### src/rtl/nt_pipe_arbiter_if.sv
// Request/response bundle between the Nt_Node requesters and nt_pipe_arbiter.
// Requester k's operands occupy bits [k*W +: W] of req_a/req_b/req_c/req_d.
interface nt_pipe_arbiter_if #(
    parameter int unsigned NREQ = 4,
    parameter int unsigned W    = 8,
    parameter int unsigned IDW  = 2
);
    logic [NREQ-1:0]   req_valid;
    logic [NREQ-1:0]   req_ready;
    logic [NREQ*W-1:0] req_a;
    logic [NREQ*W-1:0] req_b;
    logic [NREQ*W-1:0] req_c;
    logic [NREQ*W-1:0] req_d;
    logic              resp_valid;
    logic              resp_ready;
    logic [IDW-1:0]    resp_id;
    logic [W-1:0]      resp_data;

    modport master (
        output req_valid, req_a, req_b, req_c, req_d, resp_ready,
        input  req_ready, resp_valid, resp_id, resp_data
    );

    modport slave (
        input  req_valid, req_a, req_b, req_c, req_d, resp_ready,
        output req_ready, resp_valid, resp_id, resp_data
    );
endinterface

### src/rtl/nt_pipe_arbiter.sv
// Round-robin arbiter feeding a shared 2-stage ~(a&b) & ~(c&d) pipe, with flush/drain.
// Optional per-requester grant counters are enabled by defining NT_ARB_STATS_EN.
module nt_pipe_arbiter #(
    parameter int unsigned NREQ = 4,
    parameter int unsigned W    = 8,
    parameter int unsigned IDW  = 2
) (
    input  logic                I1470,
    input  logic                I1477,
    nt_pipe_arbiter_if.slave    bus,
    input  logic                flush,
    output logic                busy,
    output logic                flush_done
`ifdef NT_ARB_STATS_EN
    ,
    output logic [NREQ*16-1:0]  grant_cnt
`endif
);

    typedef enum logic [1:0] {StIdle, StRun, StDrain} state_e;

    state_e         state_q, state_d;
    logic [IDW-1:0] rr_ptr_q, rr_ptr_d;
    logic           flush_done_q, flush_done_d;

    logic           s1_valid_q, s2_valid_q;
    logic [IDW-1:0] s1_id_q, s2_id_q;
    logic [W-1:0]   s1_n1_q, s1_n2_q, s2_data_q;

    logic           stall;
    logic           grant;
    logic [IDW-1:0] gnt_idx;
    logic [W-1:0]   op_a, op_b, op_c, op_d;

    function automatic logic [IDW-1:0] rr_idx(input logic [IDW-1:0] base,
                                              input int unsigned    off);
        int unsigned sum;
        sum = 32'(base) + off;
        if (sum >= NREQ) sum = sum - NREQ;
        return IDW'(sum);
    endfunction

    assign stall = s2_valid_q & ~bus.resp_ready;

    // State register
    always_ff @(posedge I1470 or posedge I1477) begin
        if (I1477) begin
            state_q      <= StIdle;
            rr_ptr_q     <= '0;
            flush_done_q <= 1'b0;
        end else begin
            state_q      <= state_d;
            rr_ptr_q     <= rr_ptr_d;
            flush_done_q <= flush_done_d;
        end
    end

    // Next-state logic
    always_comb begin
        state_d      = state_q;
        flush_done_d = 1'b0;
        rr_ptr_d     = rr_ptr_q;
        if (grant) begin
            rr_ptr_d = (gnt_idx == IDW'(NREQ - 1)) ? '0 : gnt_idx + IDW'(1);
        end
        unique case (state_q)
            StIdle: begin
                if (flush) begin
                    flush_done_d = 1'b1;
                end else if (|bus.req_valid) begin
                    state_d = StRun;
                end
            end
            StRun: begin
                if (flush) begin
                    state_d = StDrain;
                end else if (!(|bus.req_valid) && !s1_valid_q && !s2_valid_q) begin
                    state_d = StIdle;
                end
            end
            StDrain: begin
                // Done once the last result leaves S2 this edge with nothing behind it.
                if (!s1_valid_q && (!s2_valid_q || bus.resp_ready)) begin
                    state_d      = StIdle;
                    flush_done_d = 1'b1;
                end
            end
            default: state_d = StIdle;
        endcase
    end

    // Outputs: round-robin grant scan and status
    always_comb begin
        grant   = 1'b0;
        gnt_idx = '0;
        if (state_q == StRun && !stall && !flush) begin
            for (int unsigned i = 0; i < NREQ; i++) begin
                if (!grant && bus.req_valid[rr_idx(rr_ptr_q, i)]) begin
                    grant   = 1'b1;
                    gnt_idx = rr_idx(rr_ptr_q, i);
                end
            end
        end
        bus.req_ready = grant ? (NREQ'(1) << gnt_idx) : '0;
        busy          = (state_q != StIdle) | s1_valid_q | s2_valid_q;
        flush_done    = flush_done_q;
    end

    assign op_a = bus.req_a[32'(gnt_idx)*W +: W];
    assign op_b = bus.req_b[32'(gnt_idx)*W +: W];
    assign op_c = bus.req_c[32'(gnt_idx)*W +: W];
    assign op_d = bus.req_d[32'(gnt_idx)*W +: W];

    // Both stages move together; a stall freezes the whole pipe.
    always_ff @(posedge I1470 or posedge I1477) begin
        if (I1477) begin
            s1_valid_q <= 1'b0;
            s1_id_q    <= '0;
            s1_n1_q    <= '0;
            s1_n2_q    <= '0;
            s2_valid_q <= 1'b0;
            s2_id_q    <= '0;
            s2_data_q  <= '0;
        end else if (!stall) begin
            s1_valid_q <= grant;
            if (grant) begin
                s1_id_q <= gnt_idx;
                s1_n1_q <= ~(op_a & op_b);
                s1_n2_q <= ~(op_c & op_d);
            end
            s2_valid_q <= s1_valid_q;
            if (s1_valid_q) begin
                s2_id_q   <= s1_id_q;
                s2_data_q <= s1_n1_q & s1_n2_q;
            end
        end
    end

    assign bus.resp_valid = s2_valid_q;
    assign bus.resp_id    = s2_id_q;
    assign bus.resp_data  = s2_data_q;

`ifdef NT_ARB_STATS_EN
    logic [NREQ-1:0][15:0] cnt_q;

    always_ff @(posedge I1470 or posedge I1477) begin
        if (I1477) begin
            cnt_q <= '0;
        end else if (flush_done_q) begin
            cnt_q <= '0;
        end else if (grant && cnt_q[gnt_idx] != 16'hFFFF) begin
            cnt_q[gnt_idx] <= cnt_q[gnt_idx] + 16'd1;
        end
    end

    assign grant_cnt = cnt_q;
`endif

endmodule

### src/flat_wrapper.sv
// flat-port wrapper written by rule: the top's interface ports become plain ports
module nt_pipe_arbiter_flat 
#(
    parameter int unsigned NREQ = 4,
    parameter int unsigned W    = 8,
    parameter int unsigned IDW  = 2
)
  (I1470, I1477, flush, busy, flush_done, bus_req_valid, bus_req_a, bus_req_b, bus_req_c, bus_req_d, bus_resp_ready, bus_req_ready, bus_resp_valid, bus_resp_id, bus_resp_data);
  nt_pipe_arbiter_if #(.NREQ(NREQ), .W(W), .IDW(IDW)) bus_i ();
  input  logic I1470;
  input  logic I1477;
  input  logic flush;
  output logic busy;
  output logic flush_done;
  input wire logic [$bits(bus_i.req_valid)-1:0] bus_req_valid;
  input wire logic [$bits(bus_i.req_a)-1:0] bus_req_a;
  input wire logic [$bits(bus_i.req_b)-1:0] bus_req_b;
  input wire logic [$bits(bus_i.req_c)-1:0] bus_req_c;
  input wire logic [$bits(bus_i.req_d)-1:0] bus_req_d;
  input wire logic [$bits(bus_i.resp_ready)-1:0] bus_resp_ready;
  output wire logic [$bits(bus_i.req_ready)-1:0] bus_req_ready;
  output wire logic [$bits(bus_i.resp_valid)-1:0] bus_resp_valid;
  output wire logic [$bits(bus_i.resp_id)-1:0] bus_resp_id;
  output wire logic [$bits(bus_i.resp_data)-1:0] bus_resp_data;
  assign bus_i.req_valid = bus_req_valid;
  assign bus_i.req_a = bus_req_a;
  assign bus_i.req_b = bus_req_b;
  assign bus_i.req_c = bus_req_c;
  assign bus_i.req_d = bus_req_d;
  assign bus_i.resp_ready = bus_resp_ready;
  assign bus_req_ready = bus_i.req_ready;
  assign bus_resp_valid = bus_i.resp_valid;
  assign bus_resp_id = bus_i.resp_id;
  assign bus_resp_data = bus_i.resp_data;
  nt_pipe_arbiter #(.NREQ(NREQ), .W(W), .IDW(IDW)) u_core (.I1470(I1470), .I1477(I1477), .bus(bus_i), .flush(flush), .busy(busy), .flush_done(flush_done));
endmodule
### config.mk
export PLATFORM = sky130hd
export DESIGN_NAME = nt_pipe_arbiter_flat
export DESIGN_NICKNAME = d
export VERILOG_FILES = /design/src/rtl/nt_pipe_arbiter_if.sv /design/src/rtl/nt_pipe_arbiter.sv /design/src/flat_wrapper.sv
export SDC_FILE = /design/constraint.sdc
export NUM_CORES = 1
export LEC_CHECK = 0
export CAP_MARGIN = 10
export CORE_ASPECT_RATIO = 0.9
export CORE_UTILIZATION = 39
export CTS_CLUSTER_DIAMETER = 60
export CTS_CLUSTER_SIZE = 28
export DETAILED_ROUTE_END_ITERATION = 8
export GPL_TIMING_DRIVEN = 0
export PLACE_DENSITY = 0.95
export SLEW_MARGIN = 20
export SYNTH_ARGS = -nofsm -noshare
export SYNTH_HDL_FRONTEND = slang
export SYNTH_SLANG_ARGS = --single-unit
### constraint.sdc
create_clock -name I1470 -period 5.3 [get_ports I1470]
set_input_delay 1.06 -clock I1470 [delete_from_list [all_inputs] [get_ports I1470]]
set_output_delay 1.06 -clock I1470 [all_outputs]
set_load 0.1 [all_outputs]
==> summary.md, run 1 <==
| Metric | Value |
|---|---|
| Achievable Freq | `204.4 MHz` |
| Max Slew Vio Count | `0` |
| Final GP Congestion | `roughly 0.80` |
| DRC | `0` |
| Vias | `between 2000 and 3000` |
| Ys Warns | `0` |
| RSZ-0062 raised after global routing | `no` |
| Initial antenna violation count | `0` |
| CTS HTree Levels | `2` |
| Top_reg_cell synth | `dfrtp_1` |
| First-pass GRT wire length | `10940 microns` |
| Root Buffer | `clkbuf_8` |
| Initial Utilization | `41.70%` |
| CP startpoint kind | `input port` |
| Final wirelength | `7171 microns` |
| Syn_nets | `405` |
| Die H | `about 74 microns` |
| Register bit total from synthesis | `35` |
| Final hold viol count | `0` |
| IO Pins | `153` |
| Pwr dens | `341.9 nW/um^2` |
| Max-cap violation count | `0` |
| Synth cell types | `38` |
| Vias per cell | `5.232` |
| Setup TNS | `0 ns` |
| Async SR Flop Fraction | `100.0%` |
| Clk_lat worst skew | `0.28 ns` |
| CTS hold repair buffers | `0` |
| Fin nets | `roughly 560` |
| CP Class | `input port to primary output` |
| Core area | `5380 sq um` |
| PortBufs | `152` |
| Final Skew | `0.005436 ns` |
| Antenna-violating nets left | `0` |
| TritonCTS buffer count | `5` |
| Clk sinks | `35` |
| CTS tree | `built` |
| Crit path largest cell delay | `0.74 ns` |
| Drt pass-1 iters | `4` |
| Hold crit path type | `register to register` |
| Post-CTS setup buffers | `0` |
| Synth Instances | `265` |
| Actual slew at the worst max-slew pin | `approximately 0.98 ns` |
| Post-Syn Area | `2243 sq um` |
| Cell Count, Final, Fillers Out | `~490` |
| CTS Buffer Depth | `2` |
| Die X | `81.95 microns` |
| Pleak | `1.732 nW` |
| Most used cell, CP | `buf_2` |
| Share of layout cells above drive strength 1 | `6.353%` |
| CP required | `4.24 ns` |
| EDFF count, synth | `0` |
| Final setup violation count | `0` |
| Filler instances | `410` |
| HPWL Detailed | `about 6000 microns` |
| WL per Instance | `14.58 microns` |
| CP Data Arrival Time | `3.83 ns` |
| Cell total after placement | `484` |
| Worst path slowest cell | `dlymetal6s2s_1` |
| Fin util | `73.30%` |
| PostCTS Resize Cnt | `0` |
| Final cycle utilization of the critical path | `around 92%` |
| Avg Inst Size Synth | `between 8 and 9 sq um` |
| Crit path time final | `4.892 ns` |
| Grt ovf | `0` |
| Status | `finished, final reports clean` |
| Slew margin rel. | `34.77%` |
| Cell breakdown of the critical path | `clkdlybuf4s50_1 -> or4_1 -> buf_2 -> nand2_1 -> buf_2 -> nor2_4 -> inv_1 -> ha_1 -> and3_1 -> dlymetal6s2s_1` |
| CTS clk-pin slew, worst paths | `0.07 ns` |
| Largest net degree at the start of global routing | `36` |
| Sequential area share after synthesis | `39.04%` |
| Total track usage | `24.08%` |
| CP max FO | `10` |
| # diodes | `0` |
| Initial DRC count | `97` |
| Vias in the first global route | `2491` |
| Worst setup EP type | `primary output` |
| VDD IR-drop max | `roughly 0.35 mV` |
| Die area | `6060 sq um` |
| Layout area overhead | `75.79%` |
| Row count | `25` |
-- per-layer routing --
metal  routed length, microns  GRT usage, %
met1                     2881         28.67
met2                     3730         45.27
met3                      508         3.681
met4                       51         5.653
met5                        0             0
-- power breakdown --
part / switching [mW] / internal (mW) / total, mW
logic: 0.459 / 0.268 / 0.727
registers: 0.0673 / 0.370 / 0.437
clock network: 0.0926 / 0.0917 / 0.184
-- cell usage in the layout (no fill, tap or decap), types with 2 or more instances in the layout --
cell type          n
nand3_1           15
nand2_1           90
mux2i_1           17
nor3_1             4
or4_1              2
buf_2              6
o21a_1             2
a21oi_1            2
o221ai_1          14
clkbuf_8           5
dlymetal6s2s_1     4
inv_1              5
ha_1               4
nand2b_1           6
clkbuf_1           4
o21ai_0           11
buf_6              2
clkdlybuf4s50_1  148
and3_1             5
dfrtp_1           35
nor2_1             6
mux2_2             2
o211ai_1          15
-- area by class of cell --
class                           count  area, sq um  area share, %
Timing Repair Buffer              152         1531          38.83
Multi-Input combinational cell    211         1259          31.92
Sequential cell                    35        875.8          22.21
Buffer                             13        86.33          2.189
Tap cell                           67        83.83          2.126
Clock buffer                        6        72.57          1.840
Inverter                            6        22.52         0.5711
Clock inverter                      2        12.51         0.3173
-- final timing paths --
kind / start / to / slack (ns) / cells after the start
worst min-delay path: u_core.bus.resp_data[7] / u_core.bus.resp_data[7] / 0.48 / 2
min in group asynchronous: I1477 / u_core.flush_done / 1.21 / 2
worst min register to register: u_core.bus.resp_data[7] / u_core.bus.resp_data[7] / 0.48 / 2
max in group asynchronous: I1477 / u_core.s1_n1_q[4] / 3.63 / 2
worst max register to register: u_core.state_q[1] / u_core.rr_ptr_q[1] / 3.24 / 8
worst max-delay path: bus_req_valid[3] / bus_req_ready[2] / 0.41 / 10
-- cell usage after synthesis, types with 5 or more instances --
cell      instances  area [sq um]
nand2_1          90         337.8
dfrtp_1          35         875.8
mux2i_1          17         170.2
nand3_1          15         75.07
o211ai_1         15         112.6
o221ai_1         14         122.6
o21ai_0          11         55.05
buf_2             6         30.03
inv_1             6         22.52
nand2b_1          6         37.54
nor2_1            6         22.52
and3_1            5         31.28
-- flip-flops by register name, indices dropped and copies added (netlist names) --
signal,count
u_core.bus.resp_data,8
u_core.s1_n1_q,8
u_core.s1_n2_q,8
u_core.bus.resp_id,2
u_core.rr_ptr_q,2
u_core.s1_id_q,2
u_core.state_q,2
u_core.bus.resp_valid,1
u_core.flush_done,1
u_core.s1_valid_q,1
-- cells by family after synthesis --
logic type	after synthesis	share of synthesized area [%]
muxes	19	8.589
AOI/OAI and AO/OA	52	18.07
buffers and inverters	19	4.852
adders and majority gates	4	2.231
and+or+nand+nor	136	27.22
DFF	35	39.04
-- critical path: cells and delay by family --
kind | cells | cell delay [ns]
buffers and inverters | 5 | 1.79
and+or+nand+nor | 4 | 0.84
adders and majority gates | 1 | 0.15
-- metrics by stage --
step	power [mW]	hold WS, ns	worst slack (ns)	instance area, sq um
finish	1.349	0.4837	0.4082	3944
global placement	1.144	0.4610	0.09017	3849
global route	1.425	0.5158	0.2812	3944
floorplan	0.9132	0.4420	1.184	2243
CTS	1.350	0.4866	0.01972	3934
detailed placement	1.168	0.4678	0.02245	3849
No activity file was read; power rests on OpenSTA's default activity.
==> run 2, diff against run 1 <==
CORE_UTILIZATION = 40   (was 39)
CTS_BUF_LIST = sky130_fd_sc_hd__clkbuf_8   (was unset)
==> run 2 against run 1 <==
Design area grew 1.3%. Critical path depth did not move. Hold slack better by 0.0025 ns. Sequential cell count did not move. Power up 8.0%. Count of clock-buffer cells in the layout decreased by 1. Maximum frequency grew 0.45%. Worst setup slack gained 0.022 ns. Largest power group unchanged.
==> summary.md, run 2 (synthesis results as in run 1) <==
| Metric | Value |
|---|---|
| Max-cap violation count | `0` |
| Final wirelength | `7478 microns` |
| CP Data Arrival Time | `3.81 ns` |
| Final setup violation count | `0` |
| CTS Buffer Depth | `2` |
| Fin nets | `~560` |
| First-pass GRT wire length | `between 10000 and 15000 microns` |
| Final GP Congestion | `0.8511` |
| Final worst setup slack | `~0.43 ns` |
| Antenna-violating nets left | `0` |
| Die area | `5912 sq um` |
| CTS hold repair buffers | `0` |
| Crit-path leading delay family | `buffers and inverters` |
| Cell breakdown of the critical path | `clkdlybuf4s50_1 -> or4_1 -> buf_2 -> nand2_1 -> buf_2 -> nor2_4 -> inv_1 -> ha_1 -> and3_1 -> dlymetal6s2s_1` |
| Row count | `25` |
| Total power | `between 1 and 1.5 mW` |
| WL per Instance | `approximately 15 microns` |
| Vias in the first global route | `~2500` |
| Status | `finished, final reports clean` |
| Actual slew at the worst max-slew pin | `a little under 1 ns` |
| Die X | `80.94 microns` |
| HPWL Detailed | `~6100 microns` |
| Initial Utilization | `42.19%` |
| IO Pins | `153` |
| CP Class | `input port to primary output` |
| Slew margin rel. | `between 30% and 40%` |
| Setup TNS | `0 ns` |
| Hold crit path type | `register to register` |
| Clk sinks | `35` |
| Worst path slowest cell | `dlymetal6s2s_1` |
| Total track usage | `between 20% and 30%` |
| Worst setup EP type | `primary output` |
| CP startpoint kind | `input port` |
| Grt ovf | `0` |
| VDD IR-drop max | `0.2905 mV` |
| Pwr dens | `364.7 nW/um^2` |
| # diodes | `0` |
| Vias | `approximately 2600` |
| Final cycle utilization of the critical path | `between 90% and 100%` |
| RSZ-0062 raised after global routing | `no` |
| Vias per cell | `5.213` |
| Initial antenna violation count | `0` |
| Most frequent cells in the layout | `148 x clkdlybuf4s50_1, 90 x nand2_1, 35 x dfrtp_1` |
| Die H | `73.05 microns` |
| Final Skew | `0.005722 ns` |
| Final hold viol count | `0` |
| Crit path largest cell delay | `between 0.7 and 0.8 ns` |
| Max Slew Vio Count | `0` |
| DRC | `0` |
| CP Buf/Inv Count | `5` |
| Root Buffer | `clkbuf_8` |
| Largest net degree at the start of global routing | `36` |
| Commonest non-fill, non-tap cell in the layout | `clkdlybuf4s50_1` |
| CTS tree | `built` |
| Core area | `5318 sq um` |
| Clk_lat worst skew | `0.28 ns` |
| Pleak | `1.755 nW` |
| Most used cell, CP | `buf_2` |
| PortBufs | `152` |
| Share of layout cells above drive strength 1 | `around 6.6%` |
| CTS HTree Levels | `2` |
| Initial DRC count | `119` |
| CP max FO | `10` |
| CP required | `4.24 ns` |
| CTS clk-pin slew, worst paths | `0.07 ns` |
| Layout area overhead | `78.08%` |
| Drt pass-1 iters | `4` |
| TritonCTS buffer count | `5` |
| Crit path time final | `approximately 4.9 ns` |
| Dpl ws | `0.04388 ns` |
| Achievable Freq | `between 200 and 250 MHz` |
| Post-CTS setup buffers | `0` |
==> run 2: cell count changes in the layout (fill, tap and decap cells not counted), sizes merged <==
cell    delta
clkbuf     -1
clkinv     -1
bufinv     +2
==> run 2: routing by layer <==
metal  global-route usage (%)  vias up  wire length [microns]
li1                         -     1258                      -
met1                    31.08     1189                   3000
met2                    46.31      112                   3947
met3                    3.125        6                    453
met4                    7.143        0                     76
met5                        0        -                      0
==> run 2: tightest hold or removal path, cell delays in order, from the launching register on <==
cell and delay [ns]:
dfrtp_1 0.35, nand2_1 0.05, o21ai_0 0.06
==> run 2: final timing paths <==
path,slack [ns],cells after the start,start,end
max,0.43,10,bus_req_valid[0],bus_req_ready[0]
min,0.49,2,u_core.bus.resp_data[5],u_core.bus.resp_data[5]
max reg2reg,3.20,8,u_core.state_q[1],u_core.rr_ptr_q[1]
min reg2reg,0.49,2,u_core.bus.resp_data[5],u_core.bus.resp_data[5]
max in group asynchronous,3.60,2,I1477,u_core.s1_n1_q[0]
min in group asynchronous,1.23,2,I1477,u_core.s1_id_q[0]
==> run 2: timing repair <==
action | CTS | global route
setup endpoints to repair | 0 | 4
hold endpoints to repair | 0 | 0
gates resized for setup | 0 | 4
==> run 2: final cells by class <==
cell class | instances | area [sq um]
Inverter | 6 | 22.52
Clock buffer | 5 | 68.82
Tap cell | 67 | 83.83
Timing Repair Buffer | 152 | 1531
Buffer | 13 | 86.33
Multi-Input combinational cell | 211 | 1259
Sequential cell | 35 | 875.8
Fill cell | 407 | 1323
Clock inverter | 3 | 67.56
==> run 2: report_power, final <==
group	internal [mW]	switching, mW	leakage [nW]
Combinational	0.268	0.459	1.26
Clock	0.188	0.102	0.0644
Sequential	0.370	0.0708	0.432
==> run 2: metrics by stage <==
step                      hold WS (ns)  area [sq um]  instances  utilization [%]
after global placement          0.4617          3849        484            72.38
final                           0.4862          3995        492            75.13
after floorplan                 0.4420          2243        265                -
after detailed placement        0.4688          3849        484            72.38
after CTS                       0.4852          3985        492            74.94
after global routing            0.5162          3995        492            75.13
